**src/rtl/pll_lock_supervisor_pkg.sv**
```systemverilog
// pll_lock_supervisor_pkg: state encodings and retry counter width shared by the lock supervisor
package pll_lock_supervisor_pkg;
  localparam int RETRY_W = 4;
  typedef enum logic [2:0] {
    RESET_PLL = 3'd0,
    WAIT_LOCK = 3'd1,
    FILTER    = 3'd2,
    RUN       = 3'd3,
    FAULT     = 3'd4
  } state_t;
endpackage

```
**src/rtl/pll_lock_supervisor_sync_2ff.sv**
```systemverilog
// sync_2ff: single-bit two-flop synchronizer for asynchronous inputs
module sync_2ff (
  input  logic clk,
  input  logic rst,
  input  logic d,
  output logic q
);
  logic meta;
  always_ff @(posedge clk) begin
    if (rst) {q, meta} <= 2'b00;
    else {q, meta} <= {meta, d};
  end
endmodule

```
**src/rtl/pll_lock_supervisor.sv**
```systemverilog
// pll_lock_supervisor: sequences PLL reset, qualifies lock, releases sys_rst and retries on timeout
module pll_lock_supervisor
  import pll_lock_supervisor_pkg::*;
#(
  parameter int RST_PULSE_CYCLES    = 16,
  parameter int LOCK_FILTER_CYCLES  = 1024,
  parameter int LOCK_TIMEOUT_CYCLES = 50000,
  parameter int MAX_RETRIES         = 8
) (
  input  logic               clk,
  input  logic               rst,
  input  logic               restart,
  input  logic               pll_lock,
  output logic               pll_rst,
  output logic               sys_rst,
  output logic               locked,
  output logic               fault,
  output logic [RETRY_W-1:0] retry_cnt
);
  localparam int RC_W = RST_PULSE_CYCLES > 1 ? $clog2(RST_PULSE_CYCLES) : 1;
  localparam int FC_W = LOCK_FILTER_CYCLES > 1 ? $clog2(LOCK_FILTER_CYCLES) : 1;
  localparam int TC_W = LOCK_TIMEOUT_CYCLES > 1 ? $clog2(LOCK_TIMEOUT_CYCLES) : 1;
  localparam logic [RC_W-1:0] RC_LAST = RC_W'(RST_PULSE_CYCLES - 1);
  localparam logic [FC_W-1:0] FC_LAST = FC_W'(LOCK_FILTER_CYCLES - 1);
  localparam logic [TC_W-1:0] TC_LAST = TC_W'(LOCK_TIMEOUT_CYCLES - 1);
  localparam logic [RETRY_W-1:0] RMAX = RETRY_W'(MAX_RETRIES);
  state_t state, nxt;
  logic lock_s, timeout;
  logic [RC_W-1:0] rst_cnt;
  logic [FC_W-1:0] flt_cnt;
  logic [TC_W-1:0] to_cnt;
  logic [RETRY_W-1:0] retry_inc;
  sync_2ff u_sync (.clk(clk), .rst(rst), .d(pll_lock), .q(lock_s));
  assign timeout   = (state == WAIT_LOCK || state == FILTER) && to_cnt == TC_LAST;
  assign retry_inc = retry_cnt + 1'b1;
  // restart beats timeout, timeout beats lock events
  always_comb begin
    nxt = restart ? RESET_PLL :
          timeout ? (retry_inc == RMAX ? FAULT : RESET_PLL) :
          state == RESET_PLL ? (rst_cnt == RC_LAST ? WAIT_LOCK : RESET_PLL) :
          state == WAIT_LOCK ? (lock_s ? FILTER : WAIT_LOCK) :
          state == FILTER ? (!lock_s ? WAIT_LOCK : flt_cnt == FC_LAST ? RUN : FILTER) :
          state == RUN ? (lock_s ? RUN : RESET_PLL) :
          state == FAULT ? FAULT : RESET_PLL;
  end
  // timeout keeps counting across FILTER<->WAIT_LOCK so a bouncing lock cannot extend it
  always_ff @(posedge clk) begin
    if (rst) begin
      state     <= RESET_PLL;
      rst_cnt   <= '0;
      flt_cnt   <= '0;
      to_cnt    <= '0;
      retry_cnt <= '0;
      pll_rst   <= 1'b1;
      sys_rst   <= 1'b1;
      locked    <= 1'b0;
      fault     <= 1'b0;
    end else begin
      state     <= nxt;
      rst_cnt   <= (state == RESET_PLL && nxt == RESET_PLL && !restart) ? rst_cnt + 1'b1 : '0;
      flt_cnt   <= (state == FILTER && nxt == FILTER) ? flt_cnt + 1'b1 : '0;
      to_cnt    <= (state inside {WAIT_LOCK, FILTER} && nxt inside {WAIT_LOCK, FILTER}) ? to_cnt + 1'b1 : '0;
      retry_cnt <= (restart || nxt == RUN) ? '0 : timeout ? retry_inc : retry_cnt;
      pll_rst   <= nxt == RESET_PLL || nxt == FAULT;
      sys_rst   <= nxt != RUN;
      locked    <= nxt == RUN;
      fault     <= nxt == FAULT;
    end
  end
endmodule

```
**config.mk**
```make
export PLATFORM = sky130hd
export DESIGN_NAME = pll_lock_supervisor
export DESIGN_NICKNAME = d
export VERILOG_FILES = /design/src/rtl/pll_lock_supervisor_pkg.sv /design/src/rtl/pll_lock_supervisor_sync_2ff.sv /design/src/rtl/pll_lock_supervisor.sv
export SDC_FILE = /design/constraint.sdc
export NUM_CORES = 1
export LEC_CHECK = 0
export ABC_AREA = 1
export ABC_CLOCK_PERIOD_IN_PS = 5290
export CAP_MARGIN = 20
export CORE_UTILIZATION = 50
export DETAILED_ROUTE_END_ITERATION = 12
export PLACE_DENSITY = 0.69
export SLEW_MARGIN = 40
export SYNTH_ARGS = -nofsm -noshare
export SYNTH_HDL_FRONTEND = slang
export SYNTH_SLANG_ARGS = --single-unit
```
**constraint.sdc**
```tcl
create_clock -name clk -period 5.29 [get_ports clk]
set_clock_uncertainty 0.05 [all_clocks]
set_input_delay 1.058 -clock clk [delete_from_list [all_inputs] [get_ports clk]]
set_output_delay 1.058 -clock clk [all_outputs]
set_load 0.005 [all_outputs]
```
==> impl_table.tex <==
\begin{tabular}{lr}
\hline
Metric & Value \\
\hline
\multicolumn{2}{l}{\textbf{Run status}} \\
\quad Status & complete, no violations \\
\multicolumn{2}{l}{\textbf{Place}} \\
\quad Detailed-placement wirelength estimate & between 2 and 2.5 mm \\
\quad Buffers added on ports & 11 \\
\quad Placer Congestion & around 0.8 \\
\quad Standard cell area after detailed placement & 2170 um2 \\
\multicolumn{2}{l}{\textbf{Finish}} \\
\quad Area overhead of the layout relative to synthesis & 14.3\% \\
\quad Final instance area & about 2300 um2 \\
\quad Final Core Density & 61.2\% \\
\quad Fraction of layout cells with a size suffix above 1 & 12.5\% \\
\quad Final nets & 288 \\
\quad Antenna cells & 0 \\
\multicolumn{2}{l}{\textbf{Setup path}} \\
\quad Critical Path, Cell by Cell & clkdlybuf4s50\_1 \\
\quad Buf+Inv Stages, Crit Path & 1 \\
\quad Crit path to & retry\_cnt[0] \\
\quad Required time at the worst-slack endpoint & 4180 ps \\
\quad Worst Reg-to-Reg Cells & 9 \\
\quad Start point of the critical path & retry\_cnt[0] \\
\quad WP depth & 1 \\
\quad Kind of cell adding the most delay to the critical path & buffers and inverters \\
\quad Worst path max stage delay & 540 ps \\
\quad Capture point of the worst reg-to-reg path & to\_cnt[3] \\
\quad Critical path arrival & 1280 ps \\
\quad Crit Path Category & register to primary output \\
\quad Critical Path Sink Type & primary output \\
\quad Reg2reg setup slack & 3370 ps \\
\quad Slowest CP cell & sky130\_fd\_sc\_hd\_\_clkdlybuf4s50\_1 \\
\quad Worst setup SP type & register \\
\quad Largest driver fanout on the critical path & 6 \\
\quad Worst reg2reg startpoint & to\_cnt[0] \\
\multicolumn{2}{l}{\textbf{Die}} \\
\quad Initial core utilization & 53.6\% \\
\quad Die Y-Extent & 65.6 um \\
\quad Core ar. & 3770 um2 \\
\quad Top-Level Pins & 12 \\
\quad Floorplan die area & about 4300 um2 \\
\quad DIE WIDTH & about 66 um \\
\quad Number of placement rows & 22 \\
\multicolumn{2}{l}{\textbf{Clock network}} \\
\quad Number of clock sinks & 43 \\
\quad CTS tree & done \\
\quad Hold\_buf cts & 0 \\
\quad Buffers inserted during post-CTS setup optimization & 0 \\
\quad H-tree level count & 2 \\
\quad Clock slew seen by the registers of the worst setup and hold paths & 80 ps \\
\quad Worst-case clock buffer depth & 2 \\
\quad Post-CTS Resized & 0 \\
\quad CTS root buf & sky130\_fd\_sc\_hd\_\_clkbuf\_8 \\
\quad Worst skew pair latency & 300 ps \\
\quad Number of CTS-inserted buffers & 5 \\
\multicolumn{2}{l}{\textbf{Power}} \\
\quad Leakage & 0.825 nW \\
\quad Tot Pwr & approximately 0.63 mW \\
\quad Power per cell area & approximately 270 nW/um2 \\
\quad VDD IR-drop max & 0.000165 V \\
\multicolumn{2}{l}{\textbf{Detailed routing}} \\
\quad Routed via count & roughly 1,500 \\
\quad Via density & 4.64 \\
\quad WL met1 & 1.61 mm \\
\quad Remaining design rule violation count & 0 \\
\quad Metal3 WL & 117 um \\
\quad Count of nets left with antenna violations after detail routing & 0 \\
\quad Uppermost metal layer occupied by signal nets & met4 \\
\quad Length of routed met2 wiring & 1.49 mm \\
\quad Wirelength, routed & 3.28 mm \\
\quad First drt pass iteration count & 4 \\
\quad Initial detailed-routing violation count & 60 \\
\quad Drt wl/cell & 9.99 um \\
\multicolumn{2}{l}{\textbf{GRT}} \\
\quad Number of antenna violations at the first check in global routing & 0 \\
\quad Total global-route track usage & around 18\% \\
\quad Maximum number of pins on one net before global-route repair & 17 \\
\quad Via count of the first global-routing pass & 1,388 \\
\quad Total congestion overflow after global routing & 0 \\
\quad First-pass GRT wire length & 5.84 mm \\
\multicolumn{2}{l}{\textbf{Timing}} \\
\quad Max Clk Rate & between 400 and 500 MHz \\
\quad Fin. max-slew vios & 0 \\
\quad Number of hold violations in the final report & 0 \\
\quad Setup repair after global routing missed its margin & no \\
\quad Worst-case headroom to the max-slew limit & 76.2\% \\
\quad Sum of negative setup slack & 0 ps \\
\quad Final critical-path required period & 2390 ps \\
\quad Number of endpoints failing setup at the final stage & 0 \\
\quad Transition time at the pin with the least slew margin & roughly 360 ps \\
\quad Share of the cycle needed by the critical path after routing & 45.1\% \\
\multicolumn{2}{l}{\textbf{Logic synthesis}} \\
\quad Distinct cell type count of the synthesized netlist & 22 \\
\quad Cells taking the most area after synthesis & sky130\_fd\_sc\_hd\_\_dfxtp\_1 43\%, sky130\_fd\_sc\_hd\_\_nand2\_1 8.7\%, sky130\_fd\_sc\_hd\_\_nor2\_1 8.4\% \\
\quad Area fraction of the dominant cell type after synthesis & 42.6\% \\
\quad Number of warnings printed during yosys synthesis & 0 \\
\quad Number of nets in the synthesized netlist & roughly 270 \\
\quad Gate count of the mapped netlist & 263 \\
\quad Proportion of synthesized chip area in sequential cells & 42.6\% \\
\quad Count of state elements after synthesis & 43 \\
\quad Top cell type by total area after synthesis & sky130\_fd\_sc\_hd\_\_dfxtp\_1 \\
\quad Avg Inst Size Synth & 7.68 um2 \\
\quad Synthesized cell area & 2020 um2 \\
\multicolumn{2}{l}{\textbf{Job}} \\
\quad Number of max-capacitance violations reported & 0 \\
\multicolumn{2}{l}{\textbf{Hold path}} \\
\quad Path type of the worst min-delay path & register to register \\
\quad Depth of the worst hold-timing path & 2 \\
\hline
\end{tabular}
[state kept, by name, summed over array words and instances (netlist names)]
| name | cells |
|---|---|
| fault | 1 |
| flt_cnt | 10 |
| locked | 1 |
| pll_rst | 1 |
| retry_cnt | 4 |
| rst_cnt | 4 |
| state | 3 |
| sys_rst | 1 |
| to_cnt | 16 |
| u_sync.meta | 1 |
| u_sync.q | 1 |
[layout by cell type (no fill, tap or decap), drive strengths merged]
| cell | instances |
|---|---|
| a21oi | 5 |
| xnor2 | 8 |
| dfxtp | 43 |
| clkbuf | 6 |
| clkdlybuf4s50 | 11 |
| nand2 | 49 |
| bufinv | 2 |
| or2 | 2 |
| ha | 5 |
| nor2 | 59 |
| nand4 | 6 |
| inv | 42 |
| nor3 | 7 |
| nand3 | 18 |
| nand3b | 1 |
| xor2 | 15 |
| nor3b | 1 |
[through the flow]
step | hold slack, ps | setup WS [ps] | std cells
floorplan | 338 | 3200 | 263
global placement | 359 | 2690 | 320
detailed placement | 358 | 2620 | 320
CTS | 371 | 2880 | 328
global route | 377 | 2800 | 328
finish | 364 | 2900 | 328
[report_power, final]
group | switching [mW] | internal, mW
clock network | 0.109 | 0.189
registers | 0.000772 | 0.325
logic | 0.00428 | 0.00335
[metal layers]
layer / global-route usage [%] / vias to the layer above
li1: - / 830
met3: 5.73 / 4
met4: 7.34 / 0
met2: 29.6 / 22
met1: 21.3 / 667
met5: 0 / -
[synth_stat cells, drive strengths merged]
master	number
clkbuf	1
inv	42
xnor2	8
nor2	59
dfxtp	43
xor2	15
nand2	49
a21oi	5
nand3	18
or2	2
nand4	6
ha	5
nor3	7
buf	1
nor3b	1
nand3b	1
[kinds of logic (layout without fill, tap and decap cells)]
group	Yosys count	after routing	share of synthesized area [%]
and+or+nand+nor	143	143	34.5
buffers and inverters	44	61	8.55
DFF	43	43	42.6
xor gates and xnor gates	23	23	9.98
adders and majority gates	5	5	3.10
AOI/OAI and AO/OA	5	5	1.24
[how the worst min path moves through the flow]
stage | startpoint | to | slack [ps]
2_1_floorplan | u_sync.meta | u_sync.q | 340
3_3_place_gp | u_sync.meta | u_sync.q | 360
3_5_place_dp | u_sync.meta | u_sync.q | 360
4_1_cts | u_sync.meta | u_sync.q | 370
5_1_grt | u_sync.meta | u_sync.q | 380
6_report | u_sync.meta | u_sync.q | 360
[cell type report]
cell class                 instances  area (um2)
clock inverter                     2        60.1
clock buffer                       6        72.6
fill                             343        1460
sequential                        43         861
inverter                          42         158
tap                               48        60.1
timing repair buffer              11         110
multi-input combinational        176         986
(Power assumes the default switching activity.)
